**config.mk**
```make
export PLATFORM = sky130hd
export DESIGN_NAME = mem_port_arbiter
export DESIGN_NICKNAME = d
export VERILOG_FILES = /design/src/rtl/mem_port_arbiter.sv
export SDC_FILE = /design/constraint.sdc
export NUM_CORES = 1
export LEC_CHECK = 0
export BUFFER_PORTS_ARGS = -buffer_cell sky130_fd_sc_hd__buf_2
export CORE_MARGIN = 2
export CORE_UTILIZATION = 46
export CTS_CLUSTER_SIZE = 24
export DETAILED_ROUTE_END_ITERATION = 16
export GPL_TIMING_DRIVEN = 1
export PLACE_DENSITY = 0.9
export SLEW_MARGIN = 25
export SYNTH_ARGS = -nofsm -noshare
export SYNTH_HDL_FRONTEND = slang
export SYNTH_SLANG_ARGS = --single-unit
```
**constraint.sdc**
```tcl
create_clock -name clk -period 1.9 [get_ports clk]
set_input_delay 0.095 -clock clk [delete_from_list [all_inputs] [get_ports clk]]
set_output_delay 0.095 -clock clk [all_outputs]
set_load 0.1 [all_outputs]
```
**src/rtl/mem_port_arbiter.sv**
```systemverilog
// Fetch/data arbiter for one single-ported memory; data has priority, fetch wins after MAX_FETCH_WAIT losses.
// Grant-to-ready >= 2 cycles; requests are held on mem_* until mem_ack, requesters stall via level req.
module mem_port_arbiter #(
    parameter int AW             = 32,
    parameter int DW             = 32,
    parameter int MAX_FETCH_WAIT = 4
) (
    input  logic            clk,
    input  logic            reset,
    input  logic            if_req,
    input  logic [AW-1:0]   if_addr,
    input  logic            if_flush,
    output logic            if_ready,
    output logic [DW-1:0]   if_rdata,
    input  logic            d_req,
    input  logic            d_we,
    input  logic [AW-1:0]   d_addr,
    input  logic [DW-1:0]   d_wdata,
    input  logic [DW/8-1:0] d_wstrb,
    output logic            d_ready,
    output logic [DW-1:0]   d_rdata,
    output logic            mem_req,
    output logic            mem_we,
    output logic [AW-1:0]   mem_addr,
    output logic [DW-1:0]   mem_wdata,
    output logic [DW/8-1:0] mem_wstrb,
    input  logic            mem_ack,
    input  logic [DW-1:0]   mem_rdata,
    output logic            stall_f,
    output logic            stall_m
);
    localparam int SW = DW / 8;
    localparam int CW = $clog2(MAX_FETCH_WAIT + 1);
    localparam logic [CW-1:0] MAXW = CW'(MAX_FETCH_WAIT);

    typedef enum logic [1:0] {IDLE, BUSY_I, BUSY_D} state_t;

    state_t          state_q, state_d;
    logic [CW-1:0]   wait_cnt_q, wait_cnt_d;
    logic            discard_q, discard_d;
    logic            mem_req_q, mem_req_d;
    logic            mem_we_q, mem_we_d;
    logic [AW-1:0]   mem_addr_q, mem_addr_d;
    logic [DW-1:0]   mem_wdata_q, mem_wdata_d;
    logic [SW-1:0]   mem_wstrb_q, mem_wstrb_d;
    logic            if_ready_q, if_ready_d;
    logic [DW-1:0]   if_rdata_q, if_rdata_d;
    logic            d_ready_q, d_ready_d;
    logic [DW-1:0]   d_rdata_q, d_rdata_d;

    logic if_elig, d_elig, grant_d, grant_i, ack_i, ack_d;

    // A requester whose ready is high this cycle is still holding the completed request.
    assign if_elig = if_req & ~if_ready_q;
    assign d_elig  = d_req & ~d_ready_q;
    assign grant_d = (state_q == IDLE) & d_elig & ((wait_cnt_q < MAXW) | ~if_elig);
    assign grant_i = (state_q == IDLE) & ~grant_d & if_elig;
    assign ack_i   = (state_q == BUSY_I) & mem_ack;
    assign ack_d   = (state_q == BUSY_D) & mem_ack;

    always_ff @(posedge clk or negedge reset) begin
        if (!reset) begin
            state_q <= IDLE;
        end else begin
            state_q <= state_d;
        end
    end

    always_comb begin
        state_d = state_q;
        case (state_q)
            IDLE: begin
                if (grant_d) begin
                    state_d = BUSY_D;
                end else if (grant_i) begin
                    state_d = BUSY_I;
                end
            end
            BUSY_I, BUSY_D: begin
                if (mem_ack) begin
                    state_d = IDLE;
                end
            end
            default: state_d = IDLE;
        endcase
    end

    always_comb begin
        wait_cnt_d  = wait_cnt_q;
        mem_req_d   = mem_req_q;
        mem_we_d    = mem_we_q;
        mem_addr_d  = mem_addr_q;
        mem_wdata_d = mem_wdata_q;
        mem_wstrb_d = mem_wstrb_q;
        if_ready_d  = 1'b0;
        if_rdata_d  = if_rdata_q;
        d_ready_d   = 1'b0;
        d_rdata_d   = d_rdata_q;
        discard_d   = 1'b0;

        if (grant_d) begin
            mem_req_d   = 1'b1;
            mem_we_d    = d_we;
            mem_addr_d  = d_addr;
            mem_wdata_d = d_wdata;
            mem_wstrb_d = d_we ? d_wstrb : '0;
            if (if_elig && (wait_cnt_q != MAXW)) begin
                wait_cnt_d = wait_cnt_q + CW'(1);
            end
        end

        if (grant_i) begin
            mem_req_d   = 1'b1;
            mem_we_d    = 1'b0;
            mem_addr_d  = if_addr;
            mem_wdata_d = '0;
            mem_wstrb_d = '0;
            wait_cnt_d  = '0;
        end

        if (ack_d) begin
            mem_req_d = 1'b0;
            d_rdata_d = mem_rdata;
            d_ready_d = 1'b1;
        end

        // A flush seen during the fetch or on its ack edge drops the returning word.
        if (ack_i) begin
            mem_req_d = 1'b0;
            if (!(discard_q || if_flush)) begin
                if_rdata_d = mem_rdata;
                if_ready_d = 1'b1;
            end
        end

        if ((state_q == BUSY_I) && !mem_ack) begin
            discard_d = discard_q | if_flush;
        end
    end

    always_ff @(posedge clk or negedge reset) begin
        if (!reset) begin
            wait_cnt_q  <= '0;
            discard_q   <= 1'b0;
            mem_req_q   <= 1'b0;
            mem_we_q    <= 1'b0;
            mem_addr_q  <= '0;
            mem_wdata_q <= '0;
            mem_wstrb_q <= '0;
            if_ready_q  <= 1'b0;
            if_rdata_q  <= '0;
            d_ready_q   <= 1'b0;
            d_rdata_q   <= '0;
        end else begin
            wait_cnt_q  <= wait_cnt_d;
            discard_q   <= discard_d;
            mem_req_q   <= mem_req_d;
            mem_we_q    <= mem_we_d;
            mem_addr_q  <= mem_addr_d;
            mem_wdata_q <= mem_wdata_d;
            mem_wstrb_q <= mem_wstrb_d;
            if_ready_q  <= if_ready_d;
            if_rdata_q  <= if_rdata_d;
            d_ready_q   <= d_ready_d;
            d_rdata_q   <= d_rdata_d;
        end
    end

    assign mem_req   = mem_req_q;
    assign mem_we    = mem_we_q;
    assign mem_addr  = mem_addr_q;
    assign mem_wdata = mem_wdata_q;
    assign mem_wstrb = mem_wstrb_q;
    assign if_ready  = if_ready_q;
    assign if_rdata  = if_rdata_q;
    assign d_ready   = d_ready_q;
    assign d_rdata   = d_rdata_q;
    assign stall_f   = if_req & ~if_ready_q;
    assign stall_m   = d_req & ~d_ready_q;
endmodule
```
Word level (Yosys, flattened, before mapping)
Cells that the tools add are included.
{"block": "totals", "ff_bits": 142, "latchBits": 0, "ram_bits": 0, "rom_bits": 0, "in_bits": 139, "output_inout_bits": 138, "elab_cells": 70, "mem_count": 0}
{"block": "classes", "add_sub_neg": 1, "n_mul": 0, "n_div": 0, "n_lt_le_gt_ge": 1, "eq_ne": 5, "shifts": 0, "mux": 24, "n_bitwise": 15, "n_reduce_logical": 12}
{"op": "$mux W32", "n": 4}
{"op": "$mux W4", "n": 3}
{"op": "$mux W1", "n": 10}
{"op": "$mux W3", "n": 3}
{"op": "$and A1 B1 Y1", "n": 8}
{"op": "$mux W2", "n": 3}
{"op": "$ne A3 B3 Y1 const B", "n": 2}
{"op": "$reduce_and A2 Y1", "n": 3}
{"op": "$not A1 Y1", "n": 5}
{"op": "$pmux W2 S2", "n": 1}
{"op": "$reduce_bool A2 Y1", "n": 2}
{"op": "$reduce_bool A4 Y1", "n": 1}
{"op": "$add A3 B1 Y3 const B", "n": 1}
{"op": "$lt A3 B3 Y1 const B", "n": 1}
{"op": "$eq A2 B1 Y1 const B", "n": 1}
{"op": "$eq A2 B2 Y1 const B", "n": 1}
{"op": "$logic_and A1 B1 Y1", "n": 2}
{"op": "$logic_not A2 Y1", "n": 1}
{"op": "$ne A2 B2 Y1 const B", "n": 1}
{"op": "$or A1 B1 Y1", "n": 2}
{"op": "$reduce_or A2 Y1", "n": 1}
{"op": "$logic_not A1 Y1", "n": 1}
{"op": "$logic_or A1 B1 Y1", "n": 1}

Depth between registers and ports, before layout
Gate-level depths: netlist (run 1).
{"block": "depth", "depth_word": 11, "ltp_mapped": 7, "mapped_depth_nobuf": 5}

Least setup slack after synthesis (run 1)
No wires, ideal clock.
{"block": "synth_path", "kind": "flip-flop to flip-flop", "start": "reg if_ready_q, in the netlist if_ready", "end": "reg mem_addr_q[29], in the netlist mem_addr[29]", "setup_time_ns": 0.127, "t_arrival_ns": 2.391, "t_required_ns": 1.773, "slack_ns": -0.618, "path_stages_with_launch": 6, "n_path_buf": 1, "period_less_slack_ns": 2.518, "path_cell_list": "dfrtp_1 nand2b_1 inv_1 o21ai_2 clkbuf_1 a221o_1"}
{"block": "synth_via", "elab_chain_cells": 9, "elab_cells_between_ends": 10, "cone_classes": "mux (1); bitwise (8); reduce/logical (1)"}
{"item": "from (decl)", "line_no": "46", "text": "logic if_ready_q, if_ready_d;"}
{"item": "from (signal assigned)", "line_no": "162", "text": "if_ready_q <= if_ready_d;"}
{"item": "$not A1 Y1 (*)"}
{"item": "$and A1 B1 Y1 (*)"}
{"item": "net stall_f", "line_no": "29", "text": "output logic stall_f,"}
{"item": "$not A1 Y1", "line_no": "56", "text": "assign grant_d = (state_q == IDLE) & d_elig & ((wait_cnt_q < MAXW) | ~if_elig);"}
{"item": "$or A1 B1 Y1", "line_no": "56"}
{"item": "$and A1 B1 Y1", "line_no": "56"}
{"item": "$not A1 Y1", "line_no": "57", "text": "assign grant_i = (state_q == IDLE) & ~grant_d & if_elig;"}
{"item": "$and A1 B1 Y1 (2 in series)", "line_no": "57"}
{"item": "$mux W32 / $reduce_bool A2 Y1 (equally long branches)"}
{"item": "to (signal assigned)", "line_no": "159", "text": "mem_addr_q <= mem_addr_d;"}
{"item": "to (decl)", "line_no": "43", "text": "logic [AW-1:0] mem_addr_q, mem_addr_d;"}
Mark *: on every way through the listed nets, which the timed path passes. The rest lies on a longest branch.
A chain may end at the register's enable or synchronous reset.

Worst setup path in the final report (run 1)
{"block": "layout_path", "start": "reg state_q[0]", "end": "reg mem_addr_q[15], in the netlist mem_addr[15]"}
{"block": "layout_via", "elab_chain_cells": 7, "elab_cells_between_ends": 8, "cone_classes": "mux (1); bitwise (5); reduce/logical (2)"}
{"item": "from (decl)", "line_no": "38", "text": "state_t state_q, state_d;"}
{"item": "from (signal assigned)", "line_no": "65", "text": "state_q <= state_d;"}
{"item": "$logic_not A2 Y1 (*)", "line_no": "56, 57"}
{"item": "$and A1 B1 Y1 (2 in series)", "line_no": "56"}
{"item": "$not A1 Y1", "line_no": "57"}
{"item": "$and A1 B1 Y1 (2 in series)", "line_no": "57"}
{"item": "$mux W32 / $reduce_bool A2 Y1 (equally long branches)"}
Mark *: on every way between the ends. The rest lies on a longest branch, timed or not.

==> impl_metrics.toml, run 1 <==
[setup_path]
path_common_cell = "buf_4"
critPathMaxStageDelay_ns = 0.39
r2r-start = "state_q[0]$_DFFE_PN0P_"
cp_slowest_cell = "dfrtp_1"
r2r_setup_slack_ns = 0.17
path_delay_family = "buffers and inverters"
r2r_end = "mem_addr[15]$_DFFE_PN0P_"
reg2regPathDepth = 6
worst_setup_path_start_kind = "register"
critPathKind = "register to register"
critPathArrivalTime_ns = 2.01
endpoint_kind = "register"
critPathRequiredTime_ns = 2.18
worst-path-max-fanout = 49
critPathBufInv = 3
path_cells = "inv_1 > ha_1 > buf_4 > o21ai_4 > buf_4 > a221o_1"

[global_routing]
grt_pass1_vias = 5554
antenna_found_initial = 2
grt_max_degree = 70
grt_overflow = 0
grt_pass1_wl_mm = 29.0
track_usage = 0.294

[timing]
period_needed_ns = 1.73
finalMaxSlewViolations = 0
rsz0062_at_grt = "false"
setup_viol = 0
clock_skew_ns = 0.00526
fin_crit_sh = 0.912
slew-limit-headroom = 0.605
max_clock_freq_mhz = 577
finalHoldWorstSlack_ns = 0.0199
tightest_slew_ns = 0.597
hold_viol = 0

[clock_tree]
clk_latency_ns = 0.41
cts_setup_buffers = 0
clock_sinks = 142
clock_path_buffers = 2
cts_tree = "built"
cts_buffers = 17
cts-htree-levels = 4
clk_pin_slew_ns = 0.06
cts_hold_buf = 106
clockRootBuffer = "clkbuf_16"
cts_resized = 0

[floorplanning]
core_area_um2 = 11900
die_w_um = 114
initial_utilization = 0.467
die_h_um = 114
fp-row-count = 40
die_area_um2 = 13000
pin_count = 277

[min_path]
hold_end = "mem_addr[31]$_DFFE_PN0P_"
hp-class = "input port to register"
hold_depth = 3
worstHoldStart = "if_addr[31]"

[drt]
first_pass_iters = 5
wl_per_cell_um = 20.6
via_per_inst = 5.54
drtAntennaViolNets = 0
remaining_drc_errors = 0
num_vias = 5099
drt_iter0_drc = 561
wirelength_mm = 19.0

[cells_and_area]
mostFrequentLayoutCells = "buf_2, dfrtp_1, dlygate4sd3_1, mux2_2, a22o_1"
nFillCells = 742
final_common_cell = "buf_2"
fin_nets = 903
drive_above_1_share = 0.512
fin_cells = 920
area_growth_pct = 58.9

[run]
maxCapViolCount = 0

[yosys]
syn-mean-instance-area_um2 = 14.8
async_flop_share = 1.00
ys_top_cells_by_area = "dfrtp_1, mux2_2, a221o_1, a22o_1, and3_1"
synthFlopType = "dfrtp_1"
yosysUniqueCellTypes = 28
synth_enable_flop_cells = 0
yosysTopAreaCell = "dfrtp_1"
synth_seq_cells = 142
synth_nets = 519
synth_area_um2 = 5560
syn_inst = 375
synth_top_area_frac = 0.639
ys_seq_area_frac = 0.639
ys_warn_count = 0

[placed_design]
place.gp.congestion = 0.849
dp_hpwl_mm = 10.5
portBuffers = 276
place_inst = 781

[outcome]
status = "complete, no violations"
-- registers in the layout, indices dropped and copies added, names as in the netlist, 2 cells and up --
register	flops
state_q	2
mem_wstrb	4
wait_cnt_q	3
if_rdata	32
d_rdata	32
mem_addr	32
mem_wdata	32
-- Yosys cell counts (4+ instances only) --
library cell	count
a32o_1	4
dfrtp_1	142
and3_1	29
buf_6	6
buf_2	13
a221o_1	32
ha_1	5
and3_2	4
inv_1	7
a22o_1	34
clkbuf_1	9
mux2_2	65
-- metal layers --
layer,global-route usage,up-vias,part of all wire
met5,0,-,0.00069
met4,0.166,2,0.044
met3,0.0983,79,0.085
met2,0.520,322,0.53
met1,0.306,2509,0.34
li1,-,2187,-
-- how the worst max path moves through the flow --
stage,start,to,slack [ns],depth (start not counted)
after CTS,d_ready$_DFF_PN0_,stall_m,0.16,3
after floorplan,if_ready$_DFF_PN0_,mem_addr[29]$_DFFE_PN0P_,-0.11,5
final,state_q[0]$_DFFE_PN0P_,mem_addr[15]$_DFFE_PN0P_,0.17,6
after detailed placement,state_q[0]$_DFFE_PN0P_,mem_addr[2]$_DFFE_PN0P_,0.21,6
after global routing,state_q[0]$_DFFE_PN0P_,mem_addr[15]$_DFFE_PN0P_,0.08,6
after global placement,d_ready$_DFF_PN0_,mem_addr[2]$_DFFE_PN0P_,0.28,3
-- cell families (layout without fill, tap and decap cells) --
group	after synthesis	in the layout	synth area share
simple gates	49	49	0.0562
fa+ha+maj	5	5	0.0112
mux	65	65	0.132
other cells	0	1	0
flops	142	142	0.639
compound gates	78	78	0.127
buf+inv	36	433	0.0353
-- layout make-up --
cell class / instances / area (µm²) / area share
sequential: 142 / 3560 / 0.403
timing repair buffer: 393 / 2610 / 0.295
multi-input combinational: 197 / 1830 / 0.207
clock buffer: 18 / 429 / 0.0485
clock inverter: 14 / 193 / 0.0218
tap: 147 / 184 / 0.0208
inverter: 8 / 36.3 / 0.00410
antenna: 1 / 2.50 / 0.000283
-- stage by stage --
| step | util | instance area (µm²) | setup TNS [ns] | setup slack [ns] |
|---|---|---|---|---|
| floorplan | - | 5620 | -7.08 | -0.114 |
| finish | 0.742 | 8840 | 0 | 0.166 |
| detailed placement | 0.601 | 7160 | 0 | 0.214 |
| global route | 0.742 | 8840 | 0 | 0.0829 |
| global placement | 0.601 | 7160 | 0 | 0.276 |
| CTS | 0.742 | 8840 | 0 | 0.164 |
-- worst register-to-register path, delay by kind of cell, from the launching register on --
kind,cells,cell delay [ns]
buffers and inverters,3,0.53
AOI/OAI and AO/OA,2,0.46
DFF,1,0.39
adders and majority gates,1,0.22
Power of run 1 is not shown: default switching activity piles up to over one toggle a cycle in this logic, so the estimate is an artifact.
==> run 2: changes to the inputs <==
--- a/config.mk
+++ b/config.mk
@@ -6,12 +6,13 @@
 export NUM_CORES = 1
 export LEC_CHECK = 0
 export BUFFER_PORTS_ARGS = -buffer_cell sky130_fd_sc_hd__buf_2
-export CORE_MARGIN = 2
+export CORE_MARGIN = 1.5
 export CORE_UTILIZATION = 46
 export CTS_CLUSTER_SIZE = 24
 export DETAILED_ROUTE_END_ITERATION = 16
 export GPL_TIMING_DRIVEN = 1
 export PLACE_DENSITY = 0.9
+export SKIP_CTS_REPAIR_TIMING = 1
 export SLEW_MARGIN = 25
 export SYNTH_ARGS = -nofsm -noshare
 export SYNTH_HDL_FRONTEND = slang
==> impl_metrics.toml, run 2 (synthesis results as in run 1) <==
[outcome]
status = "complete, no violations"

[clock_tree]
clk_latency_ns = 0.42
clk_pin_slew_ns = 0.06
clockRootBuffer = "clkbuf_16"
cts_buffers = 17
cts_tree = "built"
clock_path_buffers = 2
clock_sinks = 142
cts-htree-levels = 4

[setup_path]
cp_slowest_cell = "dfrtp_1"
endpoint_kind = "register"
critPathArrivalTime_ns = 2.12
path_cells = "inv_1 > ha_1 > and3b_1 > buf_4 > and3_1 > a221o_1"
critPathMaxStageDelay_ns = 0.35
critPathKind = "register to register"
worst-path-max-fanout = 32
worst_setup_path_start_kind = "register"
critPathRequiredTime_ns = 2.19
reg2regPathDepth = 6

[drt]
drtAntennaViolNets = 0
num_vias = 5013
first_pass_iters = 5
drt_iter0_drc = 492
remaining_drc_errors = 0
via_per_inst = 5.50
wl_per_cell_um = 20.2
wirelength_mm = 18.4

[global_routing]
grt_max_degree = 59
antenna_found_initial = 1
track_usage = 0.233
grt_pass1_vias = 4574
grt_pass1_wl_mm = 23.0
grt_overflow = 0

[timing]
fin_crit_sh = 0.966
period_needed_ns = 1.84
finalMaxSlewViolations = 0
finalHoldWorstSlack_ns = 0.00731
tightest_slew_ns = 0.522
max_clock_freq_mhz = 545
setup_viol = 0
slew-limit-headroom = 0.655
hold_viol = 0
clock_skew_ns = 0.0158
rsz0062_at_grt = "false"

[placed_design]
dp_hpwl_mm = 10.6
portBuffers = 276
place.gp.congestion = 0.807

[min_path]
hold_depth = 2
hp-class = "input port to register"

[cells_and_area]
drive_above_1_share = 0.512
fin_nets = 899
final_common_cell = "buf_2"
area_growth_pct = 57.7
fin_util = 0.755
mostFrequentLayoutCells = "buf_2, dfrtp_1, dlygate4sd3_1, mux2_2, a22o_1"

[floorplanning]
fp-row-count = 39
die_w_um = 113
die_h_um = 113
die_area_um2 = 12800
pin_count = 277
initial_utilization = 0.479
core_area_um2 = 11600

[run]
maxCapViolCount = 0
run 2: layout make-up:
cell class	instances	area (µm²)
Sequential cell	142	3560
Fill cell	687	2840
Timing Repair Buffer	389	2570
Multi-Input combinational cell	197	1830
Clock buffer	21	460
Tap cell	143	179
Clock inverter	10	139
Inverter	8	36.3
Antenna cell	1	2.50
run 2: critical path, delay by kind of cell (launching register included):
family	cells	cell delay (ns)
simple gates	2	0.45
flops	1	0.35
buf+inv	2	0.30
fa+ha+maj	1	0.30
compound gates	1	0.29
run 2: final timing paths:
path,from,end,slack (ns)
worst max-delay path,state_q[0]$_DFFE_PN0P_,mem_addr[29]$_DFFE_PN0P_,0.06
worst min-delay path,d_we,mem_we$_DFFE_PN0P_,0.007
worst max register to register,state_q[0]$_DFFE_PN0P_,mem_addr[29]$_DFFE_PN0P_,0.06
worst min register to register,mem_wstrb[1]$_DFFE_PN0P_,mem_wstrb[1]$_DFFE_PN0P_,0.49
max in group asynchronous,reset,mem_we$_DFFE_PN0P_,1.08
min in group asynchronous,reset,if_rdata[28]$_DFFE_PN0P_,0.16
run 2: stage by stage:
stage	setup TNS [ns]	area [µm²]	instances	setup WS, ns
6_report	0	8770	911	0.0643
5_1_grt	0	8770	911	0.00337
4_1_cts	0	7750	808	0.0824
3_5_place_dp	0	7150	777	0.0760
3_3_place_gp	0	7150	777	0.206
2_1_floorplan	-7.08	5620	375	-0.114
run 2: metal layers:
metal  up-vias  global-route usage  wire, µm
li1       2178                   -         -
met1      2448               0.259      6640
met2       312               0.407      9670
met3        75              0.0734      1320
met4         0               0.114       720
met5         -                   0         0
Power of run 2 is left out for the same reason.
